## config.mk

```make
export PLATFORM = sky130hd
export DESIGN_NAME = sd_write_ctrl_flat
export DESIGN_NICKNAME = d
export VERILOG_FILES = /design/src/rtl/sd_pkg.sv /design/src/rtl/sd_write_ctrl_if.sv /design/src/rtl/sd_spi_shift.sv /design/src/rtl/sd_write_ctrl.sv /design/src/flat_wrapper.sv
export SDC_FILE = /design/constraint.sdc
export NUM_CORES = 1
export LEC_CHECK = 0
export ABC_AREA = 0
export BUFFER_PORTS_ARGS = -buffer_cell sky130_fd_sc_hd__buf_2
export CORE_MARGIN = 2
export CORE_UTILIZATION = 55
export CTS_CLUSTER_DIAMETER = 150
export DETAILED_ROUTE_END_ITERATION = 16
export PLACE_DENSITY = 0.77
export SLEW_MARGIN = 20
export SYNTH_ARGS = -nofsm -noshare
export SYNTH_HDL_FRONTEND = slang
export SYNTH_HIERARCHICAL = 1
export SYNTH_SLANG_ARGS = --single-unit
```

## constraint.sdc

```tcl
create_clock -name clk -period 2.45 [get_ports clk]
set_input_delay 0.245 -clock clk [delete_from_list [all_inputs] [get_ports clk]]
set_output_delay 0.245 -clock clk [all_outputs]
set_load 0.01 [all_outputs]
```

## src/rtl/sd_pkg.sv

```systemverilog
// Shared SD-card SPI constants and types for the block write/read controllers.
package sd_pkg;

  localparam logic [7:0] CMD24_IDX    = 8'h58;
  localparam logic [7:0] START_TOKEN  = 8'hFE;
  localparam logic [4:0] DRESP_ACCEPT = 5'b00101;

  localparam int BLOCK_BYTES = 512;
  localparam int WORD_BITS   = 16;
  localparam int BLOCK_WORDS = BLOCK_BYTES / (WORD_BITS / 8);
  localparam int SHIFT_W     = 48;

  typedef enum logic [3:0] {
    ST_IDLE,
    ST_PRE,
    ST_CMD,
    ST_R1,
    ST_GAP,
    ST_TOKEN,
    ST_DATA,
    ST_CRC,
    ST_DRESP,
    ST_BUSY,
    ST_POST,
    ST_ERR
  } wr_state_t;

  // Full 48-bit CMD24 frame: index, sector address, dummy CRC with stop bit.
  function automatic logic [SHIFT_W-1:0] cmd24_frame(input logic [31:0] addr);
    return {CMD24_IDX, addr, 8'hFF};
  endfunction

endpackage

```

## src/rtl/sd_write_ctrl_if.sv

```systemverilog
// Handshake between the test-data generator (master) and the write controller (slave).
interface sd_write_ctrl_if;
  import sd_pkg::*;

  logic                 wr_start_en;
  logic [31:0]          wr_sec_addr;
  logic [WORD_BITS-1:0] wr_data;
  logic                 wr_busy;
  logic                 wr_req;
  logic                 wr_err;

  modport master (
    output wr_start_en, wr_sec_addr, wr_data,
    input  wr_busy, wr_req, wr_err
  );

  modport slave (
    input  wr_start_en, wr_sec_addr, wr_data,
    output wr_busy, wr_req, wr_err
  );
endinterface

```

## src/rtl/sd_spi_shift.sv

```systemverilog
// MSB-first load/shift-out register with a bit counter, shared by CMD, TOKEN and DATA.
module sd_spi_shift
  import sd_pkg::*;
(
  input  logic               clk,
  input  logic               rst_n,
  input  logic               load,
  input  logic               shift,
  input  logic [SHIFT_W-1:0] load_val,
  output logic               bit_out,
  output logic [5:0]         bit_cnt
);

  logic [SHIFT_W-1:0] sr;

  // A load restarts the bit count; shifting backfills with ones so idle MOSI stays high.
  always_ff @(posedge clk or negedge rst_n) begin
    if (!rst_n) begin
      sr      <= '1;
      bit_cnt <= '0;
    end else if (load) begin
      sr      <= load_val;
      bit_cnt <= '0;
    end else if (shift) begin
      sr      <= {sr[SHIFT_W-2:0], 1'b1};
      bit_cnt <= bit_cnt + 6'd1;
    end
  end

  assign bit_out = sr[SHIFT_W-1];

endmodule

```

## src/rtl/sd_write_ctrl.sv

```systemverilog
// SPI-mode CMD24 single-block write controller: command, R1, token, data, response, busy.
module sd_write_ctrl
  import sd_pkg::*;
#(
  parameter int WORDS        = BLOCK_WORDS,
  parameter int RESP_TIMEOUT = 255,
  parameter int BUSY_TIMEOUT = 1_000_000
) (
  input  logic           clk,
  input  logic           rst_n,
  sd_write_ctrl_if.slave wr,
  input  logic           sd_miso,
  output logic           sd_cs,
  output logic           sd_mosi
);

  localparam int WCNT_W = $clog2(WORDS + 1);
  localparam logic [WCNT_W-1:0] LAST_WORD  = WCNT_W'(WORDS - 1);
  localparam logic [19:0]       RESP_LIMIT = 20'(RESP_TIMEOUT - 1);
  localparam logic [19:0]       BUSY_LIMIT = 20'(BUSY_TIMEOUT - 1);

  wr_state_t          state, next_state;
  logic [31:0]        addr_q;
  logic [3:0]         seq_cnt;
  logic [19:0]        tmo_cnt;
  logic [WCNT_W-1:0]  word_cnt;
  logic               rx_on;
  logic [7:0]         rx_sr;
  logic [7:0]         rx_val;
  logic               err_q;

  logic               sh_load, sh_shift, sh_bit;
  logic [SHIFT_W-1:0] sh_val;
  logic [5:0]         sh_cnt;

  sd_spi_shift u_shift (
    .clk      (clk),
    .rst_n    (rst_n),
    .load     (sh_load),
    .shift    (sh_shift),
    .load_val (sh_val),
    .bit_out  (sh_bit),
    .bit_cnt  (sh_cnt)
  );

  // Byte as it will look once the bit currently on MISO is shifted in.
  assign rx_val = {rx_sr[6:0], sd_miso};

  // State register.
  always_ff @(posedge clk or negedge rst_n) begin
    if (!rst_n) state <= ST_IDLE;
    else        state <= next_state;
  end

  // Next-state logic and shifter control; the next item is loaded on the last bit of the current one.
  always_comb begin
    next_state = state;
    sh_load    = 1'b0;
    sh_shift   = 1'b0;
    sh_val     = '1;
    case (state)
      ST_IDLE:  if (wr.wr_start_en) next_state = ST_PRE;
      ST_PRE: begin
        if (seq_cnt == 4'd7) begin
          next_state = ST_CMD;
          sh_load    = 1'b1;
          sh_val     = cmd24_frame(addr_q);
        end
      end
      ST_CMD: begin
        sh_shift = 1'b1;
        if (sh_cnt == 6'd47) next_state = ST_R1;
      end
      ST_R1: begin
        if (rx_on) begin
          if (seq_cnt == 4'd7) next_state = (rx_val == 8'h00) ? ST_GAP : ST_ERR;
        end else if (sd_miso && tmo_cnt == RESP_LIMIT) begin
          next_state = ST_ERR;
        end
      end
      ST_GAP: begin
        if (seq_cnt == 4'd7) begin
          next_state = ST_TOKEN;
          sh_load    = 1'b1;
          sh_val     = {START_TOKEN, {(SHIFT_W-8){1'b1}}};
        end
      end
      ST_TOKEN: begin
        if (sh_cnt == 6'd7) begin
          next_state = ST_DATA;
          sh_load    = 1'b1;
          sh_val     = {wr.wr_data, {(SHIFT_W-WORD_BITS){1'b1}}};
        end else begin
          sh_shift = 1'b1;
        end
      end
      ST_DATA: begin
        if (sh_cnt == 6'd15) begin
          if (word_cnt == LAST_WORD) begin
            next_state = ST_CRC;
          end else begin
            sh_load = 1'b1;
            sh_val  = {wr.wr_data, {(SHIFT_W-WORD_BITS){1'b1}}};
          end
        end else begin
          sh_shift = 1'b1;
        end
      end
      ST_CRC:   if (seq_cnt == 4'd15) next_state = ST_DRESP;
      ST_DRESP: begin
        if (rx_on) begin
          if (seq_cnt == 4'd4) next_state = (rx_val[4:0] == DRESP_ACCEPT) ? ST_BUSY : ST_ERR;
        end else if (sd_miso && tmo_cnt == BUSY_LIMIT) begin
          next_state = ST_ERR;
        end
      end
      ST_BUSY: begin
        if (sd_miso)                     next_state = ST_POST;
        else if (tmo_cnt == BUSY_LIMIT)  next_state = ST_ERR;
      end
      ST_ERR:   next_state = ST_POST;
      ST_POST:  if (seq_cnt == 4'd7) next_state = ST_IDLE;
      default:  next_state = ST_IDLE;
    endcase
  end

  // Per-state counters and the MISO receive shifter; everything restarts on a state change.
  always_ff @(posedge clk or negedge rst_n) begin
    if (!rst_n) begin
      seq_cnt  <= '0;
      tmo_cnt  <= '0;
      word_cnt <= '0;
      rx_on    <= 1'b0;
      rx_sr    <= '0;
    end else if (next_state != state) begin
      seq_cnt  <= '0;
      tmo_cnt  <= '0;
      word_cnt <= '0;
      rx_on    <= 1'b0;
    end else begin
      case (state)
        ST_R1, ST_DRESP: begin
          if (!rx_on) begin
            if (!sd_miso) begin
              rx_on   <= 1'b1;
              rx_sr   <= '0;
              seq_cnt <= 4'd1;
            end else begin
              tmo_cnt <= tmo_cnt + 20'd1;
            end
          end else begin
            rx_sr   <= rx_val;
            seq_cnt <= seq_cnt + 4'd1;
          end
        end
        ST_BUSY: tmo_cnt <= tmo_cnt + 20'd1;
        ST_DATA: if (sh_cnt == 6'd15) word_cnt <= word_cnt + 1'b1;
        default: seq_cnt <= seq_cnt + 4'd1;
      endcase
    end
  end

  // Sector address capture and sticky error flag, both refreshed by an accepted start.
  always_ff @(posedge clk or negedge rst_n) begin
    if (!rst_n) begin
      addr_q <= '0;
      err_q  <= 1'b0;
    end else if (state == ST_IDLE && wr.wr_start_en) begin
      addr_q <= wr.wr_sec_addr;
      err_q  <= 1'b0;
    end else if (state == ST_ERR) begin
      err_q  <= 1'b1;
    end
  end

  assign wr.wr_busy = (state != ST_IDLE);
  assign wr.wr_err  = err_q;
  assign wr.wr_req  = (state == ST_TOKEN && sh_cnt == 6'd6) ||
                      (state == ST_DATA && sh_cnt == 6'd14 && word_cnt != LAST_WORD);
  assign sd_cs      = (state == ST_IDLE) || (state == ST_POST);
  assign sd_mosi    = (state == ST_CMD || state == ST_TOKEN || state == ST_DATA) ? sh_bit : 1'b1;

endmodule
```

## src/flat_wrapper.sv

```systemverilog
// flat-port wrapper written by rule: the top's interface ports become plain ports
module sd_write_ctrl_flat import sd_pkg::*;
#(
  parameter int WORDS        = BLOCK_WORDS,
  parameter int RESP_TIMEOUT = 255,
  parameter int BUSY_TIMEOUT = 1_000_000
)
  (clk, rst_n, sd_miso, sd_cs, sd_mosi, wr_wr_start_en, wr_wr_sec_addr, wr_wr_data, wr_wr_busy, wr_wr_req, wr_wr_err);
  sd_write_ctrl_if wr_i ();
  input  logic clk;
  input  logic rst_n;
  input  logic sd_miso;
  output logic sd_cs;
  output logic sd_mosi;
  input wire logic [$bits(wr_i.wr_start_en)-1:0] wr_wr_start_en;
  input wire logic [$bits(wr_i.wr_sec_addr)-1:0] wr_wr_sec_addr;
  input wire logic [$bits(wr_i.wr_data)-1:0] wr_wr_data;
  output wire logic [$bits(wr_i.wr_busy)-1:0] wr_wr_busy;
  output wire logic [$bits(wr_i.wr_req)-1:0] wr_wr_req;
  output wire logic [$bits(wr_i.wr_err)-1:0] wr_wr_err;
  assign wr_i.wr_start_en = wr_wr_start_en;
  assign wr_i.wr_sec_addr = wr_wr_sec_addr;
  assign wr_i.wr_data = wr_wr_data;
  assign wr_wr_busy = wr_i.wr_busy;
  assign wr_wr_req = wr_i.wr_req;
  assign wr_wr_err = wr_i.wr_err;
  sd_write_ctrl #(.WORDS(WORDS), .RESP_TIMEOUT(RESP_TIMEOUT), .BUSY_TIMEOUT(BUSY_TIMEOUT)) u_core (.clk(clk), .rst_n(rst_n), .wr(wr_i), .sd_miso(sd_miso), .sd_cs(sd_cs), .sd_mosi(sd_mosi));
endmodule
```

## Yosys cells after proc, flatten, opt, wreduce, memory -nomap -nowiden

Index checks and enable logic that the tools add are counted.

| storage, ports and cells | value |
|---|---|
| register bits | 132 |
| input port bits | 52 |
| output and inout bits | 5 |
| word-level logic and storage cells | 129 |

| operators by class | value |
|---|---|
| $add $sub $neg | 4 |
| equality and inequality tests | 30 |
| mux-type cells | 58 |
| bitwise logic cells | 1 |
| reductions and logical operators | 26 |

Operators with widths:

| kind | number |
|---|---|
| $mux W48 | 6 |
| $pmux W48 S4 | 1 |
| $mux W4 | 21 |
| $mux W20 | 3 |
| $pmux W4 S12 | 1 |
| $mux W41 | 1 |
| $pmux W20 S2 | 1 |
| $mux W9 | 3 |
| $eq A4 B3 Y1 const B | 6 |
| $add A20 B1 Y20 const B | 1 |
| $eq A20 B20 Y1 const B | 1 |
| $eq A20 B8 Y1 const B | 1 |
| $eq A4 B4 Y1 const B | 5 |
| $mux W7 | 2 |
| $mux W1 | 13 |
| $eq A6 B3 Y1 const B | 2 |
| $eq A6 B4 Y1 const B | 2 |
| $mux W6 | 2 |
| $reduce_bool A2 Y1 | 5 |
| $add A9 B1 Y9 const B | 1 |
| $eq A9 B8 Y1 const B | 1 |
| $ne A9 B8 Y1 const B | 1 |
| $eq A4 B2 Y1 const B | 2 |
| $logic_not A8 Y1 | 1 |
| 22 further kinds | 36 |

## Longest topological paths before layout

Gate-level depths: netlist of run 1.

| logic depth | value |
|---|---|
| word-level depth | 8 |
| mapped depth | 12 |
| gate-level depth less buffers | 10 |

## Modules after synthesis

Netlist of run 1, hierarchy kept.

Modules (own cells, without submodules):

| module | instances | cells an instance | area each (µm²) | seq. area each (µm²) |
|---|---|---|---|---|
| sd_write_ctrl | 1 | 451 | 4389.2 | 1951.9 |
| sd_spi_shift | 1 | 233 | 2512.4 | 1411.4 |

## Worst setup path before layout of run 1

No wires, ideal clock.

| path | value |
|---|---|
| kind | reg-to-reg |
| start | register u_core.tmo_cnt[0] |
| end | register u_core.tmo_cnt[0] |
| setup time | 0.119 ns |
| arrival | 2.173 ns |
| required time | 2.331 ns |
| slack | 0.158 ns |
| cell stages (with the launch flop) | 10 |
| buffers on the path | 1 |
| clock period less this slack | 2.292 ns |
| cells stage by stage | dfrtp_1 ha_1 and2_1 nand4_1 or4_1 a311o_1 a31o_1 nand4b_4 buf_4 nor2_1 |

| between the ends | value |
|---|---|
| longest elaborated chain between the ends | 8 |
| elaborated cells on any way between the ends | 21 |
| classes of those cells | 1 x add/sub; 5 x eq/ne; 11 x mux; 4 x reduce/logical |

Ends and longest elaborated chain:

| item | RTL line | source |
|---|---|---|
| start, declared | sd_write_ctrl.sv:25 | `logic [19:0] tmo_cnt;` |
| start signal, assigned | sd_write_ctrl.sv:149 | `tmo_cnt <= tmo_cnt + 20'd1;` |
| start signal, assigned | sd_write_ctrl.sv:156 | `ST_BUSY: tmo_cnt <= tmo_cnt + 20'd1;` |
| $eq A20 B20 Y1 or $eq A20 B8 Y1 (tied branches) | sd_write_ctrl.sv:113, sd_write_ctrl.sv:119, sd_write_ctrl.sv:77 |  |
| $logic_and A1 B1 Y1, on equally long branches | sd_write_ctrl.sv:113, sd_write_ctrl.sv:77 |  |
| $mux W4, on equally long branches | sd_write_ctrl.sv:113, sd_write_ctrl.sv:77 |  |
| $mux W4, on equally long branches | sd_write_ctrl.sv:111, sd_write_ctrl.sv:75 |  |
| $pmux W4 S12 | sd_write_ctrl.sv:61 | `case (state)` |
| $ne A4 B4 Y1 | sd_write_ctrl.sv:135 | `end else if (next_state != state) begin` |
| $ne A3 B3 Y1 (no line), or another cell as far along | n/a |  |
| $reduce_and A3 Y1 (no line) | n/a |  |

Parallel ways exist; a longest one is shown, timed or not. The select of a mux whose other input is x is not followed.
A chain may end at the register's enable or synchronous reset.

## Worst setup path in the final report of run 1

| path | value |
|---|---|
| start | register u_core.tmo_cnt[12] |
| end | register u_core.tmo_cnt[4] |

| between the ends | value |
|---|---|
| longest elaborated chain between the ends | 8 |
| elaborated cells on any way between the ends | 17 |
| classes of those cells | 5 x eq/ne; 8 x mux; 4 x reduce/logical |

Ends and longest elaborated chain:

| item | RTL line |
|---|---|
| $eq A20 B20 Y1 or $eq A20 B8 Y1 (tied branches) | sd_write_ctrl.sv:113, sd_write_ctrl.sv:119, sd_write_ctrl.sv:77 |
| $logic_and A1 B1 Y1, on equally long branches | sd_write_ctrl.sv:113, sd_write_ctrl.sv:77 |
| $mux W4, on equally long branches | sd_write_ctrl.sv:113, sd_write_ctrl.sv:77 |
| $mux W4, on equally long branches | sd_write_ctrl.sv:111, sd_write_ctrl.sv:75 |
| $pmux W4 S12 (*) | sd_write_ctrl.sv:61 |
| $ne A4 B4 Y1 (*) | sd_write_ctrl.sv:135 |
| $ne A3 B3 Y1 (no line), or another cell as far along | n/a |
| $reduce_and A3 Y1 (no line) | n/a |

Every way passes the cells marked *; elsewhere a longest branch is shown, timed or not.

==> results of run 1 <==
==> how the worst max path moves through the flow <==
stage	start	endpoint	slack (ns)	depth (start not counted)
5_1_grt	u_core/tmo_cnt[12]	u_core/word_cnt[0]	-0.07	8
6_report	u_core/tmo_cnt[12]	u_core/tmo_cnt[4]	-0.02	8
2_1_floorplan	u_core/tmo_cnt[0]	u_core/tmo_cnt[0]	0.16	9
3_3_place_gp	u_core/tmo_cnt[8]	u_core/word_cnt[4]	-0.007	8
4_1_cts	u_core/seq_cnt[0]	u_core/seq_cnt[0]	-0.008	8
3_5_place_dp	u_core/tmo_cnt[8]	u_core/word_cnt[5]	-0.07	8
==> cell families after synthesis <==
logic type,after synthesis,share of synthesized area [%]
adders and majority gates,7,1.27
DFF,132,48.7
buffers and inverters,50,3.43
muxes,81,12.3
and+or+nand+nor,264,19.5
other,1,0.0543
AOI/OAI and AO/OA,120,11.0
xor gates and xnor gates,29,3.68
==> critical path: cells and delay by family, from the launching register on <==
family | cells | cell delay [ns]
buffers and inverters | 1 | 0.15
AO/OA/AOI/OAI | 2 | 0.62
AND/OR/NAND/NOR | 5 | 1.16
flip-flops | 1 | 0.41
==> routing by layer <==
layer	part of all wire (%)	global-route usage [%]
met1	43	32.6
met2	50	43.8
met3	4.7	4.81
met4	2.3	10.8
met5	0	0
==> state kept, by name, summed over array words and instances (netlist names) <==
signal / cells
u_core/word_cnt: 9
u_core/u_shift/bit_cnt: 6
u_core/tmo_cnt: 20
u_core/rx_sr: 7
u_core/rx_on: 1
u_core/u_shift/sr: 48
u_core/seq_cnt: 4
u_core/wr.wr_err: 1
u_core/state: 4
u_core/addr_q: 32
==> timing repair <==
action	CTS	global route
gates resized for setup	6	21
pin swaps	2	11
hold buffers	1	0
endpoints found under the setup margin	27	82
hold endpoints to repair	21	0
buffers inserted	2	5
gates cloned	1	1
==> stage by stage <==
step                      worst slack [ns]  util [%]
after global placement            -0.00710      65.0
after floorplan                      0.158         -
final                              -0.0216      71.1
after global routing               -0.0707      71.1
after detailed placement           -0.0697      65.0
after CTS                         -0.00776      70.0
==> cell type report <==
type / instances / area [um2] / area share [%]
multi-input cells: 510 / 3430 / 39.9
flip-flops and latches: 132 / 3360 / 39.1
repair buffers: 143 / 1030 / 12.0
clock buffers: 20 / 457 / 5.30
well taps: 168 / 210 / 2.44
clock inverters: 12 / 82.6 / 0.958
inverters: 10 / 37.5 / 0.436
==> where the power goes <==
part	switching [mW]	leakage [nW]	internal, mW
clock network	0.934	0.262	1.34
logic	1.52	1.75	1.47
registers	0.427	1.58	3.11
==> layout by cell type, fill, tap and decap left out, types with 4 or more instances in the layout <==
master / Yosys / routed
buf_12: 0 / 4
nor2_1: 67 / 65
nor3_1: 6 / 6
nand2_1: 77 / 77
inv_1: 10 / 10
nand3_1: 19 / 19
mux2i_1: 49 / 49
a21o_1: 6 / 5
nand3b_1: 8 / 8
a221o_1: 8 / 8
dfstp_2: 48 / 48
and3_1: 11 / 11
ha_1: 7 / 5
o21ai_1: 0 / 7
clkinv_2: 0 / 5
a21oi_1: 17 / 14
nand4_1: 9 / 9
xnor2_1: 15 / 15
xor2_1: 14 / 14
dfrtp_1: 84 / 83
mux2_2: 32 / 32
a22o_1: 6 / 6
nor2b_1: 10 / 10
nand2b_1: 5 / 5
clkbuf_16: 0 / 18
o21ai_0: 60 / 51
buf_2: 6 / 55
buf_4: 9 / 80
conb_1: 1 / 8
or3_1: 29 / 29
==> results.toml, run 1 <==
[status]
status = "complete, but fails checks"
violations = "setup timing"

[drt]
dr.pass1.iters = 4
vias = 5669
drtAntennaViolNets = 0
drc = 0
drt-vias-per-instance = 5.70
wirelength_um = 16900
drt-initial-drc-count = 380
avgRoutedWirePerCell_um = 16.9

[setup_path]
path_cells = "nor4_4 -> nand3_2 -> or4_4 -> a311o_1 -> a31o_4 -> nand4b_4 -> buf_12 -> nor2_1"
start_kind = "flip-flop"
ff2ff_setup_slack_ns = -0.02
crit_required_ns = 2.75
rr_startpoint = "u_core/tmo_cnt[12]"
slowest_delay_ns = 0.51
crit_arrival_ns = 2.77
endpoint_kind = "flip-flop"
crit_type = "reg2reg"
crit_path_top_delay_cell = "or4_4"
reg2reg_depth = 8
r2r-end = "u_core/tmo_cnt[4]"
crit_path_max_fanout = 13

[placed_design]
dpl.hpwl_um = 11100
place_area_mm2 = 0.00787
gp_congestion = 0.886
port-buffer-count = 56
placedCellCount = 953

[final_layout]
final_cell_area_mm2 = 0.00862
nFillCells = 922
layout-drive-gt1-share_pct = 33.7
area_growth_pct = 24.8
fin_cells = 995
fin_nets = 873
diodes = 0

[synth]
synth_edf_count = 0
ys_ff_latch = 132
yosys_warnings = 6
syn_avg_cell_area_um2 = 10.1
synth_most_common_cell = "dfrtp_1"
synth_commonest_cells = "dfrtp_1, nand2_1, nor2_1"
netlist_top_cells_area = "dfrtp_1, dfstp_2, mux2i_1, mux2_2, o21ai_0"
synth_cell_type_count = 63
synthCells = 684
syn_area_mm2 = 0.00690
ys_seq_area_share_pct = 48.7
synthArstFlopShare_pct = 100
synthFlopType = "dfrtp_1"
synth_top_cell_by_area = "dfrtp_1"
synth_top_area_share_pct = 30.5

[timing]
setup_ws_ns = -0.0216
holdWs_ns = 0.0575
max_freq_mhz = 405
period_share_pct = 101
min_period_ns = 2.47
slew_violations = 0
skew_ns = 0.00724
rsz0062_at_grt = "yes"
tightestPinTransition_ns = 0.501
maxSlewHeadroom_pct = 66.6
tns_ns = -0.330
setup_violations = 21
final-hold-violation-count = 0

[clock_tree]
clk_path_buf_depth = 2
cts_tree = "built"
cts.sinks = 132
cts_inserted_buffers = 17
ctsHtreeMaxLevel = 4
clock_latency_ns = 0.42
cts.clk_slew.worst_paths_ns = 0.06
root_buffer = "clkbuf_16"

[power]
total_power_mw = 8.81
peakVddDrop_mv = 0.585
power_density_mw_per_mm2 = 1020
p_leak_nw = 3.60

[die]
fp-row-count = 40
die_h_um = 116
core_area_mm2 = 0.0121
ios = 57
fp.dieW_um = 116
design.die.area_mm2 = 0.0135
start_util_pct = 57.0

[run]
cap_violations = 0

[hold_path]
hold_path_class = "in2reg"
worstHoldStart = "wr_wr_sec_addr[13]"
hold_path_end = "u_core/addr_q[13]"
min_path_cells = 2

[global_route]
grt_start_max_net_pins = 103
grt_pass1_vias = 5703
antenna_found_initial = 0
grt-ovfl-total = 0
grt_pass1_wl_um = 27000
track_usage_pct = 25.8
(Power assumes the default switching activity.)
==> run 2, diff against run 1 <==
--- a/config.mk
+++ b/config.mk
@@ -8,10 +8,10 @@
 export ABC_AREA = 0
 export BUFFER_PORTS_ARGS = -buffer_cell sky130_fd_sc_hd__buf_2
 export CORE_MARGIN = 2
-export CORE_UTILIZATION = 55
+export CORE_UTILIZATION = 37
 export CTS_CLUSTER_DIAMETER = 150
 export DETAILED_ROUTE_END_ITERATION = 16
-export PLACE_DENSITY = 0.77
+export REMOVE_ABC_BUFFERS = 1
 export SLEW_MARGIN = 20
 export SYNTH_ARGS = -nofsm -noshare
 export SYNTH_HDL_FRONTEND = slang
==> run 2 against run 1 <==
Against the previous run:
- the run still ends with setup timing left
- combinational power decreased by 4%
- sequential share of layout area about the same
- hold slack got worse by 0.0048 ns
- clock skew increased by 0.0069 ns
- first-iteration DRC count decreased by 6.3%
- cell count increased by 2.9%
- total power increased by 4.5%
- via count decreased by 4.9%
- die area increased by 47%
- count of clock-buffer cells in the layout decreased by 1
- clock power increased by 21%
- largest cell class unchanged
==> results.toml, run 2 (synthesized netlist as in run 1, its figures left out) <==
[hold_path]
min_path_cells = 2
hold_path_class = "in2reg"

[die]
ios = 57
core_area_mm2 = 0.0181
fp.dieW_um = 141
fp-row-count = 49
die_h_um = 141
design.die.area_mm2 = 0.0198
start_util_pct = 38.0

[global_route]
track_usage_pct = 16.7
grt-ovfl-total = 0
grt_pass1_wl_um = 26500
grt_pass1_vias = 5441
grt_start_max_net_pins = 103
antenna_found_initial = 0

[placed_design]
place_ws_ns = -0.0913
dpl.hpwl_um = 10900
port-buffer-count = 56
gp_congestion = 0.873
placedCellCount = 986

[final_layout]
reg.largest.list = "u_core/u_shift/sr: 48 flops, u_core/addr_q: 32 flops, u_core/tmo_cnt: 20 flops"
final_cell_mix = "dfrtp_1, nand2_1, o21ai_0, buf_2, nor2_1"
regArea_mm2 = 0.00337
layout-drive-gt1-share_pct = 33.6
fin_cells = 1024
fin_nets = 841
diodes = 0
nFillCells = 1698
largest_reg_flops = 48
final_common_cell = "dfrtp_1"
area_growth_pct = 24.9
utilization_pct = 47.5
regMostFlops = "u_core/u_shift/sr"
multi_input_area_mm2 = 0.00350

[timing]
min_period_ns = 2.47
setup_violations = 19
slew_violations = 0
tightestPinTransition_ns = 0.603
holdWs_ns = 0.0527
max_freq_mhz = 405
period_share_pct = 101
skew_ns = 0.0142
setup_ws_ns = -0.0193
final-hold-violation-count = 0
rsz0062_at_grt = "yes"
maxSlewHeadroom_pct = 59.7

[clock_tree]
cts.sinks = 132
clk_path_buf_depth = 2
cts.clk_slew.worst_paths_ns = 0.06
cts_tree = "built"
ctsHtreeMaxLevel = 4
clock_latency_ns = 0.42
root_buffer = "clkbuf_16"
cts_inserted_buffers = 17

[status]
violations = "setup timing"
status = "complete, but fails checks"

[drt]
wirelength_um = 16000
dr.pass1.iters = 5
drt-initial-drc-count = 356
vias = 5389
drtAntennaViolNets = 0
avgRoutedWirePerCell_um = 15.7
drt-vias-per-instance = 5.26
drc = 0

[setup_path]
crit_path_top_delay_cell = "or4_4"
crit_path_max_fanout = 8
crit_type = "reg2reg"
reg2reg_depth = 8
start_kind = "flip-flop"
crit_arrival_ns = 2.78
path_cells = "nor4_4 -> nand3_2 -> or4_4 -> a311o_1 -> a31o_1 -> nand4b_4 -> buf_6 -> nor2_2"
crit_required_ns = 2.76
slowest_delay_ns = 0.53
endpoint_kind = "flip-flop"

[run]
cap_violations = 0

[power]
total_power_mw = 9.21
peakVddDrop_mv = 0.499
p_leak_nw = 3.47
power_density_mw_per_mm2 = 1070
==> run 2: changes by cell type in the layout (fill, tap and decap cells not counted), sizes merged <==
| cell | before | now |
|---|---|---|
| clkinv | 8 | 2 |
| clkinvlp | 3 | 1 |
| nand4b | 4 | 3 |
| buf | 141 | 110 |
| bufinv | 0 | 3 |
| inv | 11 | 17 |
| clkbuf | 21 | 20 |
==> run 2: final timing paths <==
kind	from	end	slack, ns
worst max-delay path	u_core/tmo_cnt[12]	u_core/word_cnt[4]	-0.02
min in group asynchronous	rst_n	u_core/u_shift/sr[31]	0.41
max in group asynchronous	rst_n	u_core/tmo_cnt[12]	1.53
worst max register to register	u_core/tmo_cnt[12]	u_core/word_cnt[4]	-0.02
worst min-delay path	wr_wr_sec_addr[31]	u_core/addr_q[31]	0.05
worst min register to register	u_core/addr_q[20]	u_core/addr_q[20]	0.50
==> run 2: power breakdown <==
group | leakage, nW | switching, mW | internal [mW]
Combinational | 1.57 | 1.47 | 1.40
Sequential | 1.58 | 0.462 | 3.11
Clock | 0.315 | 1.04 | 1.72
==> run 2: worst max-delay path, delay by kind of cell (launching register included) <==
kind                   cells  cell delay [ns]
AND/OR/NAND/NOR            5             1.20
buffers and inverters      1             0.18
flip-flops                 1             0.44
AO/OA/AOI/OAI              2             0.53
==> run 2: repair_timing <==
item	in CTS	in global routing
gates resized for setup	7	34
cloned	0	1
endpoints found under the hold margin	62	0
setup endpoints to repair	32	61
pin swaps	10	10
setup buffers	2	2
hold buffers	1	0
==> run 2: routing by layer <==
metal	wire (um)	part of all wire (%)	vias up	track usage, %
li1	-	-	2606	-
met1	7440	46	2618	22.3
met2	7610	47	141	26.1
met3	732	4.6	24	3.91
met4	269	1.7	0	7.05
met5	0	0	-	0
==> run 2: through the flow <==
stage	cell area [um2]	TNS, ns
3_5_place_dp	7740	-1.57
6_report	8620	-0.192
5_1_grt	8620	-2.10
2_1_floorplan	6730	-149.57
3_3_place_gp	7740	0
4_1_cts	8440	-0.516
==> run 2: final cells by class <==
class,count,area share (%)
clock buffer,19,5.38
tap,229,3.32
timing repair buffer,112,9.16
clock inverter,13,2.10
sequential,132,39.1
inverter,10,0.435
multi-input combinational,509,40.5
==> run 3, diff against run 2 <==
--- a/config.mk
+++ b/config.mk
@@ -7,10 +7,13 @@
 export LEC_CHECK = 0
 export ABC_AREA = 0
 export BUFFER_PORTS_ARGS = -buffer_cell sky130_fd_sc_hd__buf_2
+export CELL_PAD_IN_SITES_DETAIL_PLACEMENT = 0
+export CELL_PAD_IN_SITES_GLOBAL_PLACEMENT = 2
 export CORE_MARGIN = 2
-export CORE_UTILIZATION = 37
+export CORE_UTILIZATION = 35
 export CTS_CLUSTER_DIAMETER = 150
 export DETAILED_ROUTE_END_ITERATION = 16
+export PLACE_DENSITY_LB_ADDON = 0.1
 export REMOVE_ABC_BUFFERS = 1
 export SLEW_MARGIN = 20
 export SYNTH_ARGS = -nofsm -noshare
==> run 3 against run 2 <==
Against the previous run:
- cell area increased by 4.3%
- cell count increased by 7.3%
- total power increased by 2.2%
- sequential share of layout area decreased by 1.7 points
- maximum frequency increased by 0.14%
- largest power group unchanged
- the flow still finishes with violations (setup timing)
- routed wire length increased by 13%
==> results.toml, run 3 (synthesized netlist as in run 1, its figures left out) <==
[status]
status = "complete, but fails checks"
violations = "setup timing"

[clock_tree]
clk_path_buf_depth = 2
cts.clk_slew.worst_paths_ns = 0.06
root_buffer = "clkbuf_16"
cts_inserted_buffers = 17
cts.sinks = 132
clock_latency_ns = 0.42
cts_tree = "built"
ctsHtreeMaxLevel = 4

[die]
fp-row-count = 51
start_util_pct = 35.6
ios = 57
core_area_mm2 = 0.0194
design.die.area_mm2 = 0.0209
fp.dieW_um = 144
die_h_um = 144

[drt]
avgRoutedWirePerCell_um = 16.5
drt-initial-drc-count = 358
drtAntennaViolNets = 0
drc = 0
wirelength_um = 18100
vias = 5523
dr.pass1.iters = 4
drt-vias-per-instance = 5.03

[final_layout]
area_growth_pct = 30.3
final_cell_area_mm2 = 0.00899
utilization_pct = 46.4
reg.largest.list = "u_core/u_shift/sr: 48 flops, u_core/addr_q: 32 flops, u_core/tmo_cnt: 20 flops"
regMostFlops = "u_core/u_shift/sr"
fin_nets = 880
fin_cells = 1099
final_common_cell = "dfrtp_1"
diodes = 0
layout-drive-gt1-share_pct = 36.9
largest_reg_flops = 48
final_cell_mix = "dfrtp_1, buf_4, nand2_1, buf_2, nor2_1"

[placed_design]
placedCellCount = 1046
place_area_mm2 = 0.00799
dpl.hpwl_um = 11700
port-buffer-count = 56
gp_congestion = 0.889

[timing]
min_period_ns = 2.47
setup_violations = 12
slew_violations = 0
rsz0062_at_grt = "yes"
tightestPinTransition_ns = 0.608
maxSlewHeadroom_pct = 59.4
setup_ws_ns = -0.0158
max_freq_mhz = 406
final-hold-violation-count = 0
skew_ns = 0.00714
period_share_pct = 101
holdWs_ns = 0.0536

[power]
total_power_mw = 9.41
power_density_mw_per_mm2 = 1050
p_leak_nw = 3.64
peakVddDrop_mv = 0.628

[setup_path]
start_kind = "flip-flop"
endpoint_kind = "flip-flop"
crit_arrival_ns = 2.77
crit_path_max_fanout = 8
crit_type = "reg2reg"
crit_required_ns = 2.75

[run]
cap_violations = 0

[global_route]
grt-ovfl-total = 0
grt_pass1_vias = 5537
track_usage_pct = 17.7
antenna_found_initial = 0
grt_pass1_wl_um = 28700
grt_start_max_net_pins = 103

[hold_path]
hold_path_class = "in2reg"
run 3: cell count changes in the layout (fill, tap and decap cells not counted), moves of 4 or more:
cell     change
o21ai_0     -15
o21ai_1     +15
buf_6        +5
nor2_2       -4
nor2_1       -4
nor2_4       +8
buf_4       +30
run 3: stage by stage:
stage | setup slack, ns | setup TNS, ns
2_1_floorplan | -3.15 | -149.57
3_3_place_gp | -0.0660 | -1.30
3_5_place_dp | -0.0865 | -1.90
4_1_cts | -0.0358 | -0.284
5_1_grt | -0.104 | -2.90
6_report | -0.0158 | -0.112
run 3: final cells by class:
class	instances	area, um2
Inverter	10	37.5
Multi-Input combinational cell	510	3560
Tap cell	265	332
Fill cell	1923	10400
Sequential cell	132	3360
Timing Repair Buffer	150	1150
Clock inverter	14	128
Clock buffer	18	429
run 3: routing by layer:
layer | vias to the layer above | wire [um] | global-route usage [%]
li1 | 2694 | - | -
met1 | 2726 | 8540 | 23.9
met2 | 84 | 8760 | 28.4
met3 | 19 | 558 | 3.25
met4 | 0 | 219 | 6.29
met5 | - | 0 | 0
run 3: final timing paths:
check | slack [ns] | to | start | cells after the start
max in group asynchronous | 1.35 | u_core/u_shift/sr[10] | rst_n | 3
hold / removal | 0.05 | u_core/addr_q[9] | wr_wr_sec_addr[9] | 2
setup reg to reg | -0.02 | u_core/tmo_cnt[17] | u_core/tmo_cnt[11] | 9
setup / recovery | -0.02 | u_core/tmo_cnt[17] | u_core/tmo_cnt[11] | 9
hold reg to reg | 0.50 | u_core/addr_q[21] | u_core/addr_q[21] | 1
min in group asynchronous | 0.37 | u_core/tmo_cnt[4] | rst_n | 2
run 3: power by group:
part	total [mW]	leakage (nW)	switching (mW)	internal [mW]
Clock	2.39	0.263	0.993	1.40
Combinational	3.50	1.79	1.76	1.74
Sequential	3.51	1.59	0.406	3.11
Total	9.41	3.64	3.16	6.25
run 3: critical path, cell delays in order, from the launching register on:
cell	delay (ns)
dfrtp_1	0.39
nor4_2	0.30
nand3_2	0.13
or4_4	0.52
a311o_1	0.30
a31o_1	0.22
nand4b_4	0.16
buf_6	0.14
buf_16	0.15
nor2_4	0.04
run 3: repair_timing:
item                                    in CTS  in global routing
endpoints found under the setup margin      38                 95
hold buffers                                 1                  0
setup buffers                                9                  7
hold endpoints to repair                    36                  0
pin swaps                                    9                 26
resized for setup                            9                 63
gates cloned                                 2                  2
